`config.mk`:
```
export PLATFORM = sky130hd
export DESIGN_NAME = sram_req_port
export DESIGN_NICKNAME = d
export VERILOG_FILES = /design/src/rtl/sram_port_pkg.sv /design/src/rtl/sram_rsp_fifo.sv /design/src/rtl/sram_req_port.sv
export SDC_FILE = /design/constraint.sdc
export NUM_CORES = 1
export LEC_CHECK = 0
export BUFFER_PORTS_ARGS = -buffer_cell sky130_fd_sc_hd__clkbuf_2
export CAP_MARGIN = 20
export CELL_PAD_IN_SITES_DETAIL_PLACEMENT = 1
export CELL_PAD_IN_SITES_GLOBAL_PLACEMENT = 2
export CORE_ASPECT_RATIO = 0.8
export CORE_MARGIN = 1
export CORE_UTILIZATION = 31
export DETAILED_ROUTE_END_ITERATION = 16
export PLACE_DENSITY_LB_ADDON = 0.1
export SLEW_MARGIN = 25
export SYNTH_ARGS = -nofsm -noshare
export SYNTH_HDL_FRONTEND = slang
export SYNTH_HIERARCHICAL = 1
export SYNTH_SLANG_ARGS = --single-unit
```
`constraint.sdc`:
```
create_clock -name clk -period 2.3 [get_ports clk]
set_input_delay 0.345 -clock clk [delete_from_list [all_inputs] [get_ports clk]]
set_output_delay 0.345 -clock clk [all_outputs]
set_load 0.01 [all_outputs]
```
`src/rtl/sram_port_pkg.sv`:
```
// Shared types and constants for the SRAM request/response front-end.
package sram_port_pkg;

    typedef enum logic {
        CLEAR = 1'b0,
        RUN   = 1'b1
    } state_t;

    localparam int RSP_DEPTH  = 2;
    localparam int CREDIT_MAX = 2;

endpackage

```
`src/rtl/sram_rsp_fifo.sv`:
```
// Two-entry in-order response buffer holding read data until the consumer takes it.
module sram_rsp_fifo
    import sram_port_pkg::*;
#(
    parameter int DATA_WIDTH = 8
) (
    input  logic                  clk,
    input  logic                  rst_n,
    input  logic                  push,
    input  logic [DATA_WIDTH-1:0] push_data,
    input  logic                  pop,
    output logic [DATA_WIDTH-1:0] rdata,
    output logic [1:0]            count
);

    logic [DATA_WIDTH-1:0] mem_r [RSP_DEPTH];
    logic                  wr_ptr_r;
    logic                  rd_ptr_r;
    logic [1:0]            count_r;
    logic                  push_en_s;
    logic                  pop_en_s;

    // Upstream credit accounting keeps these guards from ever firing in normal use.
    assign push_en_s = push & (count_r != 2'(RSP_DEPTH));
    assign pop_en_s  = pop & (count_r != 2'd0);

    // Storage, pointers and occupancy; storage is cleared so rdata reads zero after reset.
    always_ff @(posedge clk or negedge rst_n) begin
        if (!rst_n) begin
            for (int i = 0; i < RSP_DEPTH; i++) begin
                mem_r[i] <= '0;
            end
            wr_ptr_r <= 1'b0;
            rd_ptr_r <= 1'b0;
            count_r  <= 2'd0;
        end else begin
            if (push_en_s) begin
                mem_r[wr_ptr_r] <= push_data;
            end
            wr_ptr_r <= wr_ptr_r ^ push_en_s;
            rd_ptr_r <= rd_ptr_r ^ pop_en_s;
            count_r  <= count_r + 2'(push_en_s) - 2'(pop_en_s);
        end
    end

    assign rdata = mem_r[rd_ptr_r];
    assign count = count_r;

endmodule

```
`src/rtl/sram_req_port.sv`:
```
// Valid/ready front-end for a single-port SRAM macro: zero-fill after reset, then
// forward requests and buffer read data with credit-based flow control.
module sram_req_port
    import sram_port_pkg::*;
#(
    parameter int ADDR_WIDTH     = 12,
    parameter int DATA_WIDTH     = 8,
    parameter int WMASK_WIDTH    = 1,
    parameter int CLEAR_ON_RESET = 1
) (
    input  logic                   clk,
    input  logic                   rst_n,
    input  logic                   req_valid,
    output logic                   req_ready,
    input  logic                   req_we,
    input  logic [WMASK_WIDTH-1:0] req_wmask,
    input  logic [ADDR_WIDTH-1:0]  req_addr,
    input  logic [DATA_WIDTH-1:0]  req_wdata,
    output logic                   rsp_valid,
    input  logic                   rsp_ready,
    output logic [DATA_WIDTH-1:0]  rsp_rdata,
    output logic                   busy,
    output logic                   sram_we,
    output logic [WMASK_WIDTH-1:0] sram_wmask,
    output logic [ADDR_WIDTH-1:0]  sram_addr,
    output logic [DATA_WIDTH-1:0]  sram_din,
    input  logic [DATA_WIDTH-1:0]  sram_dout
);

    localparam state_t RESET_STATE = (CLEAR_ON_RESET != 0) ? CLEAR : RUN;

    state_t                state_r;
    state_t                state_nxt_s;
    logic [ADDR_WIDTH-1:0] clr_cnt_r;
    logic                  inflight_r;
    logic [1:0]            fifo_count_s;
    logic                  pop_s;
    logic                  credit_ok_s;
    logic                  rd_accept_s;

    assign rsp_valid = (fifo_count_s != 2'd0);
    assign pop_s     = rsp_valid & rsp_ready;

    // A pop at the coming edge frees a slot, which is what sustains one read per cycle.
    assign credit_ok_s = (3'(inflight_r) + 3'(fifo_count_s)) < (3'(CREDIT_MAX) + 3'(pop_s));
    assign rd_accept_s = (state_r == RUN) & credit_ok_s & req_valid & ~req_we;

    // State register.
    always_ff @(posedge clk or negedge rst_n) begin
        if (!rst_n) begin
            state_r <= RESET_STATE;
        end else begin
            state_r <= state_nxt_s;
        end
    end

    // Clear-sweep address counter.
    always_ff @(posedge clk or negedge rst_n) begin
        if (!rst_n) begin
            clr_cnt_r <= '0;
        end else if (state_r == CLEAR) begin
            clr_cnt_r <= clr_cnt_r + {{(ADDR_WIDTH-1){1'b0}}, 1'b1};
        end
    end

    // Marks the macro read whose dout must be captured at the following edge.
    always_ff @(posedge clk or negedge rst_n) begin
        if (!rst_n) begin
            inflight_r <= 1'b0;
        end else begin
            inflight_r <= rd_accept_s;
        end
    end

    // Next state and macro pin drive.
    always_comb begin
        state_nxt_s = state_r;
        req_ready   = 1'b0;
        busy        = 1'b0;
        sram_we     = 1'b0;
        sram_wmask  = req_wmask;
        sram_addr   = req_addr;
        sram_din    = req_wdata;
        case (state_r)
            CLEAR: begin
                busy       = 1'b1;
                sram_we    = 1'b1;
                sram_wmask = '1;
                sram_addr  = clr_cnt_r;
                sram_din   = '0;
                if (clr_cnt_r == {ADDR_WIDTH{1'b1}}) begin
                    state_nxt_s = RUN;
                end else begin
                    state_nxt_s = CLEAR;
                end
            end
            RUN: begin
                req_ready   = credit_ok_s;
                sram_we     = req_valid & credit_ok_s & req_we;
                state_nxt_s = RUN;
            end
            default: begin
                state_nxt_s = RESET_STATE;
            end
        endcase
    end

    sram_rsp_fifo #(
        .DATA_WIDTH (DATA_WIDTH)
    ) u_rsp_fifo (
        .clk       (clk),
        .rst_n     (rst_n),
        .push      (inflight_r),
        .push_data (sram_dout),
        .pop       (pop_s),
        .rdata     (rsp_rdata),
        .count     (fifo_count_s)
    );

endmodule

```
; ---- After elaboration in Yosys (flattened, before gate mapping)
; Cells that the tools add are included.
[totals]
reg_bits = 34
in_bits = 34
output_inout_bits = 33
wordCells = 49
[op_classes]
addsub = 5
magnitude_cmp = 4
eq_ne = 2
n_mux = 14
n_bitwise = 14
reduce_logical = 2
[op_table]
columns = cell, n
row1 = $mux 8, 5
row2 = $bwmux 16, 1
row3 = $add 12x1->12 const B, 1
row4 = $eq 12x12->1 const B, 1
row5 = $mux 12, 1
row6 = $and 1x1->1, 8
row7 = $demux 8 s1, 1
row8 = $ge 2x2->1 const B, 2
row9 = $mux 1, 4
row10 = $not 1->2, 2
row11 = $pmux 1 s2, 2
row12 = $add 1x2->3, 1
row13 = $add 2x1->3 const A, 1
row14 = $lt 3x3->1, 1
row15 = $add 2x1->2, 1
row16 = $lt 2x1->1 const B, 1
row17 = $ne 2x2->1 const B, 1
row18 = $not 1->1, 2
row19 = $reduce_bool 2->1, 1
row20 = $sub 2x1->2, 1
row21 = $xor 1x1->1, 2
row22 = $logic_and 1x1->1, 1

; ---- Logic depth before layout (Yosys ltp)
[logic_depth]
depth_word = 7
mapped_depth = 7
ltp_nobuf = 7

; ---- Cells and area by module
; The synthesis kept the hierarchy.
[by_module_without_submodules]
columns = mod, instances, cells_per_inst, area_each_um2, seq_area_each_um2
row1 = sram_rsp_fifo, 1, 61, 1006.0, 500.5
row2 = sram_req_port, 1, 88, 895.9, 350.3

; ---- Worst setup path before layout
; Ideal clock, no wire load.
[synth_path]
path_type = register -> output
start = register u_rsp_fifo.count_r[0], in the netlist u_rsp_fifo/count[0]
end = output port sram_we
t_arrival_ns = 1.368
t_required_ns = 1.955
setup_slack_ns = 0.587
path_stages_with_launch = 5
path_buffers = 0
path_cell_list = dfrtp_1 ha_1 ha_1 a21boi_1 o31ai_1
[synth_via]
elab_chain_cells = 7
word_cells_on_any_way = 8
classes_between = 2 x add/sub / 1 x order compare / 1 x mux / 3 x bitwise / 1 x reduce/logical
[synth_rtl]
columns = item, line
row1 = from (decl), sram_rsp_fifo.sv:19  ; logic [1:0] count_r;
row2 = from (signal assigned), sram_rsp_fifo.sv:42  ; count_r <= count_r + 2'(push_en_s) - 2'(pop_en_s);
row3 = $reduce_bool 2->1, sram_req_port.sv:41  ; assign rsp_valid = (fifo_count_s != 2'd0);
row4 = $and 1x1->1, sram_req_port.sv:42  ; assign pop_s = rsp_valid & rsp_ready;
row5 = $add 2x1->3, sram_req_port.sv:45  ; assign credit_ok_s = (3'(inflight_r) + 3'(fifo_count_s)) < (3'(CREDIT_MAX) + 3'(pop_s));
row6 = $lt 3x3->1 (*), sram_req_port.sv:45
row7 = $and 1x1->1 (*) (2 in a row), sram_req_port.sv:99  ; sram_we = req_valid & credit_ok_s & req_we;
row8 = $pmux 1 s2 (*), sram_req_port.sv:84  ; case (state_r)
row9 = to (decl), sram_req_port.sv:23  ; output logic sram_we,
; Mark *: on every way between the ends. The rest lies on a longest branch, timed or not.

; ---- Final worst setup path
; Same ends and word-level chain as after synthesis.

==> summary.md <==
| Metric | Value |
|---|---|
| Status | `finished, final reports clean` |
| CTS resizes | `0` |
| Via count | `around 1400` |
| DRC | `0` |
| Area growth, synth to finish | `26.3%` |
| Placed Area | `roughly 0.0023 mm2` |
| CTS HTree Levels | `2` |
| Synth warn | `6` |
| Detailed Route Iter0 Violations | `36` |
| Core occupancy in the finished layout | `0.406` |
| Worst r2r src | `u_rsp_fifo/count[1]` |
| Critical Path End | `sram_we` |
| Design area | `0.00240 mm2` |
| I/O Buffers | `66` |
| Die Wd | `approximately 90 um` |
| Critical path class | `flop to output port` |
| Leak Pwr | `1.23 nW` |
| Routed Antenna Nets | `0` |
| FP Rows | `25` |
| Cell Area, Synth | `between 0.0015 and 0.002 mm2` |
| Worst EP required | `roughly 2.0 ns` |
| All-Layer GR Usage | `0.143` |
| Initial core utilization | `0.322` |
| Wire length per cell | `14.3 um` |
| Filler instances | `670` |
| Largest net degree at the start of global routing | `35` |
| Slowest cell on the critical path | `dfrtp_1` |
| Unrepaired setup endpoints after global routing | `no` |
| FF-to-FF path depth | `4` |
| Endpoint class of the critical path | `output port` |
| Power Total | `0.00147 W` |
| Boundary Pins | `67` |
| Syn Nets | `190` |
| Vias in the first global route | `1446` |
| Post-DP HPWL | `3340 um` |
| Longest Clk Path Bufs | `2` |
| CP peak stage delay | `0.45 ns` |
| Post-Route WL | `about 4300 um` |
| Reg-to-Reg End | `u_rsp_fifo/mem_r[11]` |
| Worst EP arrival | `about 1.8 ns` |
| Final Max Tran Viols | `0` |
| Die Y | `72.1 um` |
| Vias/cell | `~4.6` |
| Fin Clk Skew | `0.00206 ns` |
| Total core area | `around 0.0059 mm2` |
| Setup crit start kind | `flop` |
| Fraction of layout cells with a size suffix above 1 | `0.523` |
| Gpl congestion | `0.740` |
| Most common cell on crit path | `ha_1` |
| Post-route minimum period | `2.13 ns` |
| Syn_area_per_cell | `12.8 um2` |
| Nets | `258` |
| Cts bufs inserted | `5` |
| Highest clock rate | `0.470 GHz` |
| Seq/Total Area, Yosys | `0.447` |
| TritonRoute pass-1 iters | `4` |
| Die area | `between 0.006 and 0.007 mm2` |
| Cell breakdown of the critical path | `ha_1 > ha_1 > a21boi_1 > o31ai_1 > clkbuf_2` |
| CTS tree | `yes` |
| Fin crit share | `0.926` |
| Hold Buf Count CTS | `0` |
| Worst-skew pair later-pin latency | `0.27 ns` |
| Worst vdd ir | `around 0.27 mV` |
| Reg-to-reg slack, setup | `0.60 ns` |
| Final Hold Vio Count | `0` |
| Post-Syn Instances | `149` |
| GRT overflow | `0` |
| Global-route wire length before repair | `6890 um` |
| Root Buffer | `clkbuf_8` |
| CP Max Fanout | `7` |
| Worst-path clk slew | `0.07 ns` |
| Slew margin rel. | `0.429` |
| # setup viols final | `0` |
| PwrDens | `614 mW/mm2` |
| Hold WC Path Type | `primary input to asynchronous set/reset pin` |
| Worst slew pin tran | `0.856 ns` |
| #FFs+latches synth | `34` |
| Setup TNS Final | `0 ns` |
| Initial antenna violation count | `0` |
| Clk sink count | `34` |
| Max-cap violation count | `0` |
| Worst Setup SP | `u_rsp_fifo/count[0]` |
| # Post-CTS Setup Buffers | `0` |
| Netlist cell types | `29` |
| Diode count | `0` |
-- worst min path at each step --
stage | from | end | cells after the start
final | rst_n | u_rsp_fifo/mem_r[14] | 1
after global routing | rst_n | u_rsp_fifo/mem_r[6] | 1
after CTS | rst_n | u_rsp_fifo/mem_r[14] | 1
after detailed placement | u_rsp_fifo/mem_r[10] | u_rsp_fifo/mem_r[10] | 1
after global placement | rst_n | u_rsp_fifo/mem_r[6] | 1
after floorplan | rst_n | clr_cnt_r[0] | 0
-- cell type report --
cell class	instances	area [um2]	share of cell area
Multi-Input combinational cell	101	972	0.405
Sequential cell	34	851	0.354
Timing Repair Buffer	67	338	0.141
Clock buffer	8	110	0.0458
Tap cell	81	101	0.0422
Inverter	8	30.0	0.0125
-- flip-flops by register name, indices dropped and copies added, names as in the netlist --
signal               flops
u_rsp_fifo/mem_r        16
clr_cnt_r               12
u_rsp_fifo/count         2
inflight_r               1
state_r                  1
u_rsp_fifo/rd_ptr_r      1
u_rsp_fifo/wr_ptr_r      1
-- through the flow --
step | cells | setup WS, ns | hold WS (ns)
3_3_place_gp | 291 | 0.528 | 0.484
6_report | 299 | 0.170 | 0.171
2_1_floorplan | 149 | 0.587 | 0.0494
3_5_place_dp | 291 | 0.477 | 0.499
5_1_grt | 299 | 0.0506 | 0.252
4_1_cts | 299 | 0.157 | 0.203
-- power breakdown --
| part | switching, W | total (W) | internal, W |
|---|---|---|---|
| clock network | 0.000202 | 0.000504 | 0.000302 |
| registers | 0.0000827 | 0.000716 | 0.000634 |
| logic | 0.000105 | 0.000254 | 0.000149 |
| total | 0.000390 | 0.00147 | 0.00109 |
-- layer usage --
| metal | vias up | share of wire | track usage |
|---|---|---|---|
| li1 | 643 | - | - |
| met1 | 679 | 0.45 | 0.179 |
| met2 | 42 | 0.50 | 0.247 |
| met3 | 2 | 0.044 | 0.0319 |
| met4 | 0 | 0.0068 | 0.0370 |
| met5 | - | 0 | 0 |
-- critical path, delay by kind of cell, from the launching register on --
kind	cells	cell delay (ns)
AOI/OAI and AO/OA	2	0.40
adders and majority gates	2	0.49
buffers and inverters	1	0.17
DFF	1	0.45
-- placed cells by master (no fill, tap or decap) --
cell      count
o21a_1        3
inv_2         1
o21ai_0       3
mux2_2        8
nand4b_2      1
buf_4         1
mux2_1        2
a21boi_1      1
nor2_1        1
dfrtp_1      34
clkbuf_2     66
xnor2_1       8
xor2_1        6
nand2b_1      3
nor4_2        3
o41ai_1       1
and2_1        8
clkbuf_8      8
ha_1          7
nand2_1      10
or2_2         1
inv_1         7
nand3_1       3
nor4_1        1
o31ai_1       1
or3_1         1
mux2_4       24
nor2b_1       1
nor3_1        3
nand3_2       1
-- cells in the mapped netlist (all sizes together) --
master | number | area share
ha | 7 | 0.046
nand3 | 4 | 0.013
nor2b | 1 | 0.0033
o41ai | 1 | 0.0046
and2 | 8 | 0.026
o21a | 3 | 0.012
nor4 | 4 | 0.023
nor2 | 1 | 0.0020
xor2 | 6 | 0.028
or3 | 1 | 0.0033
or2 | 1 | 0.0033
dfrtp | 34 | 0.45
nand2 | 10 | 0.020
o31ai | 1 | 0.0039
xnor2 | 8 | 0.037
nor3 | 3 | 0.0079
nand2b | 3 | 0.0099
a21boi | 1 | 0.0039
o21ai | 3 | 0.0079
inv | 8 | 0.016
buf | 6 | 0.026
nand4b | 1 | 0.0079
mux2 | 34 | 0.25
-- kinds of logic after synthesis --
group | count (synthesis) | share of synthesized area
AND/OR/NAND/NOR | 37 | 0.120
flip-flops | 34 | 0.447
adder cells (fa/ha/maj) | 7 | 0.0461
multiplexers | 34 | 0.249
AO/OA/AOI/OAI | 9 | 0.0322
XOR/XNOR | 14 | 0.0645
buffers and inverters | 14 | 0.0414
Note: power is estimated with default switching activity, not from simulation.
